===== src/rtl/lin_seq_pkg.sv =====
// lin_seq_pkg: shared types and reset-seed helper for the linear-recurrence generator.
package lin_seq_pkg;
    localparam int MAX_ORDER = 8;
    typedef enum logic [1:0] {IDLE, RUN, DONE} state_t;
    // Reset seed is 0,1,1,...: only hist[0] starts at zero.
    function automatic logic reset_term_lsb(int i);
        return i != 0;
    endfunction
endpackage


===== src/rtl/lin_seq_gen_if.sv =====
// lin_seq_gen_if: control, seed and term-stream signals of the sequence generator.
interface lin_seq_gen_if #(
    parameter int WIDTH = 32,
    parameter int ORDER = 2,
    parameter int CNT_W = 16
) ();
    logic                   load_i;
    logic [ORDER*WIDTH-1:0] seed_i;
    logic                   start_i;
    logic [CNT_W-1:0]       len_i;
    logic                   seq_ready_i;
    logic                   seq_valid_o;
    logic [WIDTH-1:0]       seq_o;
    logic [CNT_W-1:0]       idx_o;
    logic                   done_o;
    logic                   ovf_o;
    modport master (
        input  load_i, seed_i, start_i, len_i, seq_ready_i,
        output seq_valid_o, seq_o, idx_o, done_o, ovf_o
    );
    modport slave (
        output load_i, seed_i, start_i, len_i, seq_ready_i,
        input  seq_valid_o, seq_o, idx_o, done_o, ovf_o
    );
endinterface


===== src/rtl/lin_seq_adder.sv =====
// lin_seq_adder: masked sum of history taps with carry detect.
// `LIN_SEQ_GEN_SAT_EN clamps an overflowing sum to all-ones instead of wrapping.
module lin_seq_adder #(
    parameter int WIDTH = 32,
    parameter int ORDER = 2,
    parameter logic [ORDER-1:0] TAP_MASK = '1
) (
    input  logic [ORDER-1:0][WIDTH-1:0] hist,
    output logic [WIDTH-1:0]            sum,
    output logic                        ovf
);
    localparam int EW = WIDTH + $clog2(ORDER);
    logic [EW-1:0] acc;
    always_comb begin
        acc = '0;
        for (int i = 0; i < ORDER; i++)
            if (TAP_MASK[i]) acc = acc + EW'(hist[i]);
        ovf = |acc[EW-1:WIDTH];
`ifdef LIN_SEQ_GEN_SAT_EN
        sum = ovf ? {WIDTH{1'b1}} : acc[WIDTH-1:0];
`else
        sum = acc[WIDTH-1:0];
`endif
    end
endmodule


===== src/rtl/lin_seq_gen.sv =====
// lin_seq_gen: ORDER-deep linear-recurrence generator emitting len_i terms on a valid/ready stream.
// Optional `LIN_SEQ_GEN_SAT_EN saturates overflowing terms (handled in lin_seq_adder).
module lin_seq_gen
    import lin_seq_pkg::*;
#(
    parameter int WIDTH = 32,
    parameter int ORDER = 2,
    parameter logic [ORDER-1:0] TAP_MASK = '1,
    parameter int CNT_W = 16
) (
    input logic           clk,
    input logic           reset_n,
    lin_seq_gen_if.master bus
);
    state_t                      state, state_nx;
    logic [ORDER-1:0][WIDTH-1:0] hist;
    logic [CNT_W-1:0]            idx, len_q;
    logic                        ovf_q, accept, last, add_ovf;
    logic [WIDTH-1:0]            next_term;

    lin_seq_adder #(.WIDTH(WIDTH), .ORDER(ORDER), .TAP_MASK(TAP_MASK)) u_adder (
        .hist(hist),
        .sum (next_term),
        .ovf (add_ovf)
    );

    always_ff @(posedge clk) state <= !reset_n ? IDLE : state_nx;

    // load_i outranks start and accept, so it is tested before any state arc.
    always_comb begin
        accept   = state == RUN && bus.seq_ready_i;
        last     = idx == len_q - CNT_W'(1);
        state_nx = bus.load_i        ? IDLE :
                   state == IDLE     ? (bus.start_i ? (bus.len_i == '0 ? DONE : RUN) : IDLE) :
                   state == RUN      ? (accept && last ? DONE : RUN) :
                                       IDLE;
    end

    always_ff @(posedge clk) begin
        if (!reset_n) begin
            for (int i = 0; i < ORDER; i++) hist[i] <= {{(WIDTH-1){1'b0}}, reset_term_lsb(i)};
            idx   <= '0;
            len_q <= '0;
            ovf_q <= 1'b0;
        end else if (bus.load_i) begin
            hist  <= bus.seed_i;
            idx   <= '0;
            ovf_q <= 1'b0;
        end else begin
            if (state == IDLE && bus.start_i) begin
                len_q <= bus.len_i;
                idx   <= '0;
                ovf_q <= 1'b0;
            end
            if (accept) begin
                hist <= {next_term, hist[ORDER-1:1]};
                idx  <= idx + CNT_W'(1);
                if (add_ovf) ovf_q <= 1'b1;
            end
        end
    end

    assign bus.seq_valid_o = state == RUN;
    assign bus.done_o      = state == DONE;
    assign bus.seq_o       = hist[0];
    assign bus.idx_o       = idx;
    assign bus.ovf_o       = ovf_q;
endmodule

===== src/flat_wrapper.sv =====
// flat-port wrapper written by rule: the top's interface ports become plain ports
module lin_seq_gen_flat import lin_seq_pkg::*;
#(
    parameter int WIDTH = 32,
    parameter int ORDER = 2,
    parameter logic [ORDER-1:0] TAP_MASK = '1,
    parameter int CNT_W = 16
)
  (clk, reset_n, bus_load_i, bus_seed_i, bus_start_i, bus_len_i, bus_seq_ready_i, bus_seq_valid_o, bus_seq_o, bus_idx_o, bus_done_o, bus_ovf_o);
  lin_seq_gen_if #(.WIDTH(WIDTH), .ORDER(ORDER), .CNT_W(CNT_W)) bus_i ();
  input logic clk;
  input logic reset_n;
  input wire logic [$bits(bus_i.load_i)-1:0] bus_load_i;
  input wire logic [$bits(bus_i.seed_i)-1:0] bus_seed_i;
  input wire logic [$bits(bus_i.start_i)-1:0] bus_start_i;
  input wire logic [$bits(bus_i.len_i)-1:0] bus_len_i;
  input wire logic [$bits(bus_i.seq_ready_i)-1:0] bus_seq_ready_i;
  output wire logic [$bits(bus_i.seq_valid_o)-1:0] bus_seq_valid_o;
  output wire logic [$bits(bus_i.seq_o)-1:0] bus_seq_o;
  output wire logic [$bits(bus_i.idx_o)-1:0] bus_idx_o;
  output wire logic [$bits(bus_i.done_o)-1:0] bus_done_o;
  output wire logic [$bits(bus_i.ovf_o)-1:0] bus_ovf_o;
  assign bus_i.load_i = bus_load_i;
  assign bus_i.seed_i = bus_seed_i;
  assign bus_i.start_i = bus_start_i;
  assign bus_i.len_i = bus_len_i;
  assign bus_i.seq_ready_i = bus_seq_ready_i;
  assign bus_seq_valid_o = bus_i.seq_valid_o;
  assign bus_seq_o = bus_i.seq_o;
  assign bus_idx_o = bus_i.idx_o;
  assign bus_done_o = bus_i.done_o;
  assign bus_ovf_o = bus_i.ovf_o;
  lin_seq_gen #(.WIDTH(WIDTH), .ORDER(ORDER), .TAP_MASK(TAP_MASK), .CNT_W(CNT_W)) u_core (.clk(clk), .reset_n(reset_n), .bus(bus_i));
endmodule

===== config.mk =====
export PLATFORM = sky130hd
export DESIGN_NAME = lin_seq_gen_flat
export DESIGN_NICKNAME = d
export VERILOG_FILES = /design/src/rtl/lin_seq_pkg.sv /design/src/rtl/lin_seq_gen_if.sv /design/src/rtl/lin_seq_adder.sv /design/src/rtl/lin_seq_gen.sv /design/src/flat_wrapper.sv
export SDC_FILE = /design/constraint.sdc
export NUM_CORES = 1
export LEC_CHECK = 0
export ABC_AREA = 1
export BUFFER_PORTS_ARGS = -buffer_cell sky130_fd_sc_hd__buf_2
export CAP_MARGIN = 15
export CORE_ASPECT_RATIO = 0.8
export CORE_MARGIN = 1
export CORE_UTILIZATION = 30
export DETAILED_ROUTE_END_ITERATION = 8
export PLACE_DENSITY = 0.55
export SYNTH_ARGS = -nofsm -noshare
export SYNTH_HDL_FRONTEND = slang
export SYNTH_HIERARCHICAL = 1
export SYNTH_SLANG_ARGS = --single-unit

===== constraint.sdc =====
create_clock -name clk -period 6.18 [get_ports clk]
set_input_delay 1.545 -clock clk [delete_from_list [all_inputs] [get_ports clk]]
set_output_delay 1.545 -clock clk [all_outputs]
set_load 0.02 [all_outputs]

==> metrics.csv <==
stage;metric;value;unit
status;status;completed;
cts;cts hold-fix bufs;0;
sta;post-route minimum period;3.491;ns
logic_synthesis;adder-cell share of the synthesized area;5.777;%
sta;period utilization;56.48;%
detailed_routing;antenna viol nets, final;0;
finish;area occupied by multi-input gates;4696;um^2
finish;Final Cell Area;8702;um^2
finish;non-filler cells, final;1653;
logic_synthesis;post-synthesis net count;1368;
power_and_ir_drop;total power;1.755;mW
sta;FMAX;286.5;MHz
placed_design;GPL Wtd Cong;0.8670;
sta;Setup-failing EPs final;0;
global_route;vias in the first global route;7359;
finish;Layout Nets;1444;
global_route;GRT met3 Usage;2.503;%
worst_setup_path;CP Capture Type;register;
floorplan;Initial Utilization;30.54;%
min_path;Hold/Removal Path Class;register to register;
logic_synthesis;largest family of logic cells by synthesized area;simple AND/OR/NAND/NOR gates;
sta;Slew Viols, Final;0;
finish;layout cells sized above 1;16.78;%
detailed_routing;Vias;7871;
detailed_routing;DRT iter0 DRCs;476;
global_route;routing usage on met2;27.02;%
worst_setup_path;critical path class;input port to register;
floorplan;Die ar.;26350;um^2
logic_synthesis;ys flop type;dfxtp_1;
sta;Worst-Margin Slew;0.8432;ns
cts;clock tree sinks;99;
global_route;largest net degree at the start of global routing;68;
finish;most frequent cells in the layout;nand2_1, inv_1, buf_2, nor2_1, dfxtp_1;
detailed_routing;wire length per cell;14.05;um
logic_synthesis;Cell variety after synth;47;
cts;Worst-Skew Late Latency;0.36;ns
finish;fill count;2804;
cts;CTS clk-pin slew, worst paths;0.08;ns
placed_design;dpl cell area;8393;um^2
worst_setup_path;crit start category;input port;
global_route;initial antenna violation count;0;
cts;TritonCTS clock tree;built;
power_and_ir_drop;Leakage Power;4.468;nW
global_route;first-pass GRT wire length;37.85;mm
worst_setup_path;Crit Path Max Fanout;63;
power_and_ir_drop;worst vdd ir;0.1389;mV
cts;setup bufs post-CTS;0;
sta;Hold Vio Cnt, Final;0;
placed_design;dpl cells;1637;
worst_setup_path;Worst Path Required;6.45;ns
logic_synthesis;simple-gate share of the synthesized area;39.22;%
cts;Num CTS Buffers;9;
detailed_routing;Routed WL;23.23;mm
sta;TNS Setup;0;ns
cts;PostCTS Resize Cnt;0;
logic_synthesis;Synth Area in XOR/XNOR;3.635;%
finish;register area;1982;um^2
cts;clk root buf;clkbuf_16;
logic_synthesis;Synth warnings;6;
finish;P&R area growth vs syn;12.87;%
global_route;GR met1 Demand/Resource;26.83;%
detailed_routing;post-DR vias/cell;4.762;
logic_synthesis;flops & latches, synth;99;
logic_synthesis;Synth Cell Area;7710;um^2
sta;Worst slew margin;43.65;%
sta;WHS;0.4839;ns
logic_synthesis;sequential-to-total area share from yosys stat;25.71;%
floorplan;DIE WIDTH;181.2;um
worst_setup_path;WP data arrival;3.76;ns
logic_synthesis;Synth Area in Compound Gates;12.27;%
logic_synthesis;cell count after synthesis;1248;
finish;most common cell after layout, fill and taps aside;nand2_1;
placed_design;PortBufs;135;
logic_synthesis;FFs w/ async S/R, synth;0;%
logic_synthesis;mux cell area share after synthesis;0;%
global_route;GR peak layer;met2;
sta;Worst Skew;0.01386;ns
cts;H-tree levels;3;
logic_synthesis;Synth Area per Inst;6.178;um^2
detailed_routing;DRC violations left;0;
sta;RSZ-0062 raised after global routing;false;
flow_run;max capacitance violation total;0;
logic_synthesis;Post-synth EDFFs;0;
cts;buffer depth of the longest clock path;2;
power_and_ir_drop;total power per unit cell area;201.7;nW/um^2
global_route;gr usage total;17.85;%
floorplan;core box area;25240;um^2
floorplan;I/O pin count;136;
global_route;total gr overflow;0;
floorplan;Site Rows;52;
placed_design;detailed-placement wirelength estimate;18.14;mm
detailed_routing;Pre-antenna DRT Iters;5;
finish;Inserted Diodes;0;
floorplan;DIE HEIGHT;145.4;um
layout make-up:
type,count,area share [%]
repair buffers,139,8.109
multi-input cells,914,53.96
clock buffers,9,2.588
inverters,161,6.945
clock inverters,7,0.9633
flip-flops and latches,99,22.77
well taps,324,4.659
metrics by stage:
step           setup WS [ns]  util [%]
2_1_floorplan          3.688         -
3_3_place_gp           2.344     33.25
3_5_place_dp           2.310     33.25
4_1_cts                2.690     34.47
5_1_grt                2.457     34.47
6_report               2.689     34.47
synth_stat cells (11+ instances only):
| master | number | area [um^2] |
|---|---|---|
| buf_4 | 34 | 255.2 |
| ha_1 | 34 | 425.4 |
| inv_1 | 151 | 566.8 |
| buf_2 | 12 | 60.06 |
| xor2_1 | 27 | 236.5 |
| nand3_1 | 83 | 415.4 |
| nor2_1 | 99 | 371.6 |
| nand2_2 | 22 | 137.6 |
| nand2_1 | 431 | 1618 |
| nor2_2 | 11 | 68.82 |
| a31oi_1 | 33 | 206.5 |
| o21ai_0 | 21 | 105.1 |
| clkbuf_1 | 25 | 93.84 |
| a21oi_1 | 54 | 270.3 |
| a311oi_1 | 31 | 271.5 |
| dfxtp_1 | 99 | 1982 |
metal layers:
metal	part of all wire, %	vias up	wire [um]
li1	-	4115	-
met3	4.8	14	1120
met4	0.65	0	152
met2	41	189	9465
met5	0	-	0
met1	54	3553	12490
power breakdown:
part | total (mW) | switching (mW) | internal [mW] | leakage, nW
Sequential | 0.712 | 0.0365 | 0.676 | 0.814
Clock | 0.600 | 0.277 | 0.323 | 0.154
Combinational | 0.442 | 0.285 | 0.158 | 3.50
state kept, by name, indices dropped and copies added, names as in the netlist:
register / flops
u_core/state: 2
u_core/hist: 32
u_core/bus.ovf_o: 1
u_core/bus.idx_o: 16
u_core/len_q: 16
u_core/bus.seq_o: 32
cells by family after synthesis:
kind of cell | after synthesis
AO/OA/AOI/OAI | 151
buffers and inverters | 235
flip-flops | 99
XOR/XNOR | 32
adder cells (fa/ha/maj) | 35
AND/OR/NAND/NOR | 696
worst paths after layout:
check,from,end,slack (ns),cells past startpoint
worst min-delay path,u_core/len_q[15],u_core/len_q[15],0.48,2
worst max-delay path,bus_seq_ready_i,u_core/hist[32],2.69,8
worst min register to register,u_core/len_q[15],u_core/len_q[15],0.48,2
worst max register to register,u_core/state[0],u_core/hist[32],3.51,7
critical path: stages:
cell and delay [ns]:
buf_2 0.07, inv_1 0.05, nor2_4 0.09, buf_4 0.45, inv_2 0.18, nand2_4 0.53, inv_2 0.47, o311ai_1 0.33
Power figures use the tool's default switching activity.
